## src/rtl/mac_pipe.sv

```systemverilog
// mac_pipe: pipelined multiply-accumulate unit.
// Operands are registered on En, then the product moves through MULT_LATENCY-1
// register stages and is added into the accumulator. The accumulator can wrap
// or saturate, and it drives a sticky overflow flag. Clr flushes the products
// that are still in flight. It does not drop an operand sampled on the same edge.
module mac_pipe #(
    parameter int DATA_WIDTH   = 8,
    parameter int ACC_WIDTH    = 24,
    parameter int MULT_LATENCY = 2,
    parameter int SIGNED       = 0,
    parameter int SATURATE     = 0
) (
    input  logic                  clk,
    input  logic                  rst_n,
    input  logic                  En,
    input  logic                  Clr,
    input  logic [DATA_WIDTH-1:0] Ain,
    input  logic [DATA_WIDTH-1:0] Bin,
    output logic [ACC_WIDTH-1:0]  Cout,
    output logic                  Cout_vld,
    output logic                  Ovf,
    output logic                  Busy
);

    localparam int PW = 2 * DATA_WIDTH;

    logic [DATA_WIDTH-1:0]   a_q, b_q;
    logic [PW-1:0]           a_ext, b_ext;
    logic [PW-1:0]           prod_c;
    logic [PW-1:0]           prod_last;
    logic [ACC_WIDTH-1:0]    prod_ext;
    logic [ACC_WIDTH:0]      sum;
    logic                    ovf_c;
    logic [ACC_WIDTH-1:0]    sat_val;
    logic [ACC_WIDTH-1:0]    acc_next;
    logic [MULT_LATENCY-1:0] vld;
    logic                    acc_en;

    // Operand capture stage; data registers need no reset because the valid bits qualify them
    always_ff @(posedge clk) begin
        if (En) begin
            a_q <= Ain;
            b_q <= Bin;
        end
    end

    // Operands are widened first, so one unsigned multiply serves both modes.
    // The low PW bits of the product are the correct two's-complement result.
    always_comb begin
        if (SIGNED != 0) begin
            a_ext = PW'($signed(a_q));
            b_ext = PW'($signed(b_q));
        end else begin
            a_ext = PW'(a_q);
            b_ext = PW'(b_q);
        end
        prod_c = a_ext * b_ext;
    end

    generate
        if (MULT_LATENCY == 1) begin : g_no_pipe
            assign prod_last = prod_c;
        end else begin : g_pipe
            logic [PW-1:0] prod_q [1:MULT_LATENCY-1];

            // Product register chain between the operand stage and the accumulator
            always_ff @(posedge clk) begin
                prod_q[1] <= prod_c;
                for (int unsigned i = 2; i < MULT_LATENCY; i++) begin
                    prod_q[i] <= prod_q[i-1];
                end
            end

            assign prod_last = prod_q[MULT_LATENCY-1];
        end
    endgenerate

    // Extend the product to accumulator width, add it, and detect overflow
    always_comb begin
        if (SIGNED != 0) begin
            prod_ext = ACC_WIDTH'($signed(prod_last));
        end else begin
            prod_ext = ACC_WIDTH'(prod_last);
        end
        sum = {1'b0, Cout} + {1'b0, prod_ext};
        if (SIGNED != 0) begin
            ovf_c = (Cout[ACC_WIDTH-1] == prod_ext[ACC_WIDTH-1]) &&
                    (sum[ACC_WIDTH-1] != Cout[ACC_WIDTH-1]);
        end else begin
            ovf_c = sum[ACC_WIDTH];
        end
        if (SIGNED != 0) begin
            sat_val = '0;
            sat_val[ACC_WIDTH-1] = Cout[ACC_WIDTH-1];
            for (int unsigned i = 0; i < ACC_WIDTH - 1; i++) begin
                sat_val[i] = ~Cout[ACC_WIDTH-1];
            end
        end else begin
            sat_val = '1;
        end
        if ((SATURATE != 0) && ovf_c) begin
            acc_next = sat_val;
        end else begin
            acc_next = sum[ACC_WIDTH-1:0];
        end
    end

    assign acc_en = vld[MULT_LATENCY-1] & ~Clr;
    assign Busy   = |vld;

    // Valid shift register. Clr drops the in-flight stages but keeps the
    // operand sampled on the same edge.
    always_ff @(posedge clk or negedge rst_n) begin
        if (!rst_n) begin
            vld <= '0;
        end else begin
            vld[0] <= En;
            for (int unsigned i = 1; i < MULT_LATENCY; i++) begin
                vld[i] <= Clr ? 1'b0 : vld[i-1];
            end
        end
    end

    // Accumulator, update strobe and sticky overflow; Clr has priority over an update
    always_ff @(posedge clk or negedge rst_n) begin
        if (!rst_n) begin
            Cout     <= '0;
            Cout_vld <= 1'b0;
            Ovf      <= 1'b0;
        end else if (Clr) begin
            Cout     <= '0;
            Cout_vld <= 1'b0;
            Ovf      <= 1'b0;
        end else begin
            Cout_vld <= acc_en;
            if (acc_en) begin
                Cout <= acc_next;
                if (ovf_c) begin
                    Ovf <= 1'b1;
                end
            end
        end
    end

endmodule

```

## config.mk

```make
export PLATFORM = sky130hd
export DESIGN_NAME = mac_pipe
export DESIGN_NICKNAME = d
export VERILOG_FILES = /design/src/rtl/mac_pipe.sv
export SDC_FILE = /design/constraint.sdc
export NUM_CORES = 1
export LEC_CHECK = 0
export BUFFER_PORTS_ARGS = -buffer_cell sky130_fd_sc_hd__buf_2
export CORE_MARGIN = 1
export CORE_UTILIZATION = 65
export DETAILED_ROUTE_END_ITERATION = 16
export GPL_ROUTABILITY_DRIVEN = 0
export PLACE_DENSITY = 0.86
export SLEW_MARGIN = 15
export SYNTH_ARGS = -nofsm -noshare
export SYNTH_HDL_FRONTEND = slang
export SYNTH_SLANG_ARGS = --single-unit
```

## constraint.sdc

```tcl
create_clock -name clk -period 6.6 [get_ports clk]
set_input_delay 0.99 -clock clk [delete_from_list [all_inputs] [get_ports clk]]
set_output_delay 0.99 -clock clk [all_outputs]
set_load 0.005 [all_outputs]
```

# Word level (Yosys, flattened, before mapping)
# Memory sizes are Yosys's and may differ from the RTL's.
# Index checks and enable logic that the tools add are counted.
[classes] add_sub_neg=1 n_mul=1 div_mod_pow=0 order_cmp=0 eq_ne=0 n_shift=0 mux=7 bitwise_logic=2 n_reduce_logical=4
[op_table] op="24-bit 2-to-1 mux" count=2
[op_table] op="24-bit by 16-bit adder with 25-bit output" count=1
[op_table] op="8-bit by 8-bit multiplier with 16-bit output" count=1
[op_table] op="1-bit 2-to-1 mux" count=5
[op_table] op="2-bit nonzero test" count=2
[op_table] op="2-bit AND reduction" count=1
[op_table] op="2-bit OR reduction" count=1
[op_table] op="1-bit AND" count=1
[op_table] op="1-bit inverter" count=1
[word_totals] register_bits=44 latchBits=0 ram_bits=16 mem_bits_ro=0 in_bits=20 output_inout_bits=27 wordCells=22 mem_count=1
[memory_table] name="g_pipe.prod_q" words=1 width=16 rd=1 rd_ports_with_merged_regs=0 wr=1 line_no="64" rtl="logic [PW-1:0] prod_q [1:MULT_LATENCY-1];"

# Longest topological paths before layout
# An unclocked memory read counts as a cell.
[logic_depth] depth_word=5 mapped_depth=17 ltp_nobuf=16

# Worst setup path before layout
# No wires, ideal clock.
[synth_path] path_type="reg-to-reg" start="register b_q[7]" end="memory g_pipe.prod_q[1][15] (netlist name)" setup_ps=114 arrival_ps=3866 required_time_ps=6486 slack_ps=2619 stages_incl_launch_ff=13 path_buffers=0 synth_period_minus_slack_ps=3981 cell_sequence="edfxtp_1 and2_1 fa_1 fa_1 fa_1 inv_1 fa_1 inv_1 ha_1 o211ai_1 a31oi_1 mux2i_1 a2111oi_0"
[synth_between] elab_chain_cells=1
[synth_lines] element="start, declared" line_no="27" rtl="logic [DATA_WIDTH-1:0] a_q, b_q;"
[synth_lines] element="start signal, assigned" line_no="43" rtl="b_q <= Bin;"
[synth_lines] element="8-bit by 8-bit multiplier with 16-bit output" line_no="57" rtl="prod_c = a_ext * b_ext;"
[synth_lines] element="via prod_c[15]" line_no="29" rtl="logic [PW-1:0] prod_c;"
[synth_lines] element="end, declared" line_no="64"
# The timed path passes the listed nets, and every way through them passes these cells.

# Worst setup path after layout
[layout_path] start="register b_q[6]" end="memory g_pipe.prod_q[1][15] (netlist name)"
# Same word-level chain as after synthesis.

==> results.toml <==
[outcome]
outcome = "finished, final reports clean"

[detailed_routing]
routedWlPerCell_um = 15.6
totalWireLength_um = 10100
via_per_inst = 5.79
drtIter0Drc = 198
drt-pass1-iter-count = 5
num_vias = 3750
ant_nets = 0
drc = 0

[clocking]
cts-buffers-inserted = 9
path_clk_slew_ps = 70
cts_resized = 0
cts_setup_buffers = 0
htree_levels = 3
cts_tree = "built"
cts_buffer_depth = 2
cts_root_buffer = "clkbuf_8"
clock-sinks = 60
hold_buffers = 0
clock_latency_ps = 340

[yosys]
synth_top_family_by_area = "adder cells"
yosys_most_used_dff = "dfrtp_1"
synth.area.mux_share_pct = 2.57
synth_area_per_cell_sq_um = 9.94
synth_fa_ha_area_share_pct = 28.3
synth.cells.most_frequent = "56 x inv_1, 52 x ha_1, 48 x and2_1"
synth-compound-area-share_pct = 13.4
synth-edff-count = 16
synth_xor_area_share_pct = 3.03
synthCells = 494
netlist.top_cell.by_area = "fa_1"
synth_area_leaders = "fa_1 15%, dfrtp_1 14%, ha_1 13%"
synth.net_count = 603
synthSimpleGateAreaFrac_pct = 17.0
synth_cell_type_count = 58
synth_seq_area_share_pct = 30.6
syn-cell-area_sq_mm = 0.00491
async_reset_ff_share_pct = 46.7
ys_ff_latch = 60
synth_top_area_share_pct = 15.1
ys_warn_count = 0
synth.most_common_cell = "inv_1"

[worst_setup_path]
cp.required_ps = 6800
crit_fanout = 8
worstSetupStartpointType = "flip-flop"
path_class = "reg2reg"
worstSetupEndpointType = "flip-flop"
arrival_ps = 4590

[global_routing]
grt_usage_pct = 27.5
grt_pass1_wl_um = 16500
grt_overflow = 0
grt_max_degree = 33
antenna_found_initial = 0
grt_pass1_vias = 3740

[sta]
layout_setup_ws_ps = 2220
slew_headroom_pct = 57.5
fin_crit_sh_pct = 66.4
setup_viol = 0
clock.fmax_ghz = 0.228
worst_slew_pin_slew_ps = 638
rsz0062_at_grt = "no"
tns_ps = 0
finalCriticalPeriod_ps = 4380
maxSlewViolCount = 0
hold_viol = 0
clock_skew_ps = 10.3

[cells_and_area]
drive_above_1_share_pct = 13.1
diodes = 0
area_growth_pct = 10.5
final_area_sq_mm = 0.00543
nets = 653

[floorplan]
coreArea_sq_mm = 0.00729
start_util_pct = 67.3
die_area_sq_mm = 0.00790
rows = 31
ios = 47
die_y_um = 88.9
die_w_um = 88.9

[flow_run]
cap_violations = 0

[place]
placed_cell_area_sq_mm = 0.00524
place_ws_ps = 2270
port_buffers = 46
hpwl_um = 7800

[worst_hold_path]
min_path_type = "reg2reg"

[pwr]
p_per_area_mw_per_mm2 = 366
peakVddDrop_uv = 216
p_total_mw = 1.98
leakage_nw = 2.66
-- cell usage in the layout, fill, tap and decap left out, types with 3 or more instances in the layout --
master and count:
a211oi_1 7, a21o_1 5, a21oi_1 22, a22o_1 3, a31oi_1 3, and2_1 48, buf_2 46, clkbuf_8 12
clkinv_2 4, dfrtp_1 28, dfxtp_1 16, edfxtp_1 16, fa_1 37, ha_1 52, inv_1 56, mux2_1 5
mux2i_1 7, nand2_1 36, nand3_1 4, nor2_1 33, nor2b_1 8, nor3_1 10, nor4_1 3, o211ai_1 6
o21a_1 4, o21ai_0 9, o21ai_1 9, o21bai_1 3, or3_1 4, xnor2_1 11, xor2_1 6
-- cell families (layout without fill, tap and decap cells) --
logic type | after synthesis | in the layout
AND/OR/NAND/NOR | 160 | 160
adder cells (fa/ha/maj) | 89 | 89
flip-flops | 60 | 60
multiplexers | 12 | 12
XOR/XNOR | 17 | 17
AO/OA/AOI/OAI | 91 | 91
buffers and inverters | 65 | 120
-- through the flow --
stage | utilization, % | hold WS (ps) | instances
floorplan | - | 455 | 494
global route | 74.4 | 561 | 648
finish | 74.4 | 524 | 648
CTS | 74.4 | 530 | 648
global placement | 71.8 | 498 | 632
detailed placement | 71.8 | 521 | 632
-- state kept, by name, indices dropped and copies added (netlist names) --
signal and flops:
b_q 8, vld 2, Cout 24, Cout_vld 1, Ovf 1, g_pipe.prod_q 16, a_q 8
-- cell type report --
cell class / instances / area, sq um
clock buffers: 12 / 165
clock inverters: 4 / 22.5
fillers: 533 / 1870
inverters: 58 / 219
multi-input cells: 369 / 3160
flip-flops and latches: 60 / 1500
well taps: 99 / 124
repair buffers: 46 / 230
-- path summary, 6_finish.rpt --
check | startpoint | slack [ps] | depth (start not counted) | endpoint
worst max register to register | b_q[6] | 2220 | 12 | g_pipe.prod_q[1][15]
worst max-delay path | b_q[6] | 2220 | 12 | g_pipe.prod_q[1][15]
min in group asynchronous | rst_n | 660 | 1 | Ovf
max in group asynchronous | rst_n | 5510 | 1 | vld[0]
worst min register to register | Ovf | 520 | 2 | Ovf
worst min-delay path | Ovf | 520 | 2 | Ovf
-- critical path, cell delays in order, from the launching register on --
cell and delay [ps]:
edfxtp_1 500, and2_1 230, fa_1 480, fa_1 520, fa_1 540, inv_1 50
fa_1 530, inv_1 40, ha_1 340, o211ai_1 140, a31oi_1 310, mux2i_1 120
a2111oi_0 430
-- metal layers --
metal	global-route usage [%]	share of wire, %	vias to the layer above	wire (um)
li1	-	-	1796	-
met1	33.0	42	1791	4200
met2	49.0	51	137	5150
met3	4.43	4.5	26	452
met4	12.2	2.7	0	273
met5	0	0	-	0
-- where the power goes --
group	switching (mW)	internal, mW	total (mW)
combinational	0.659	0.502	1.16
clock	0.144	0.165	0.309
sequential	0.0506	0.463	0.514
(Power assumes the default switching activity.)
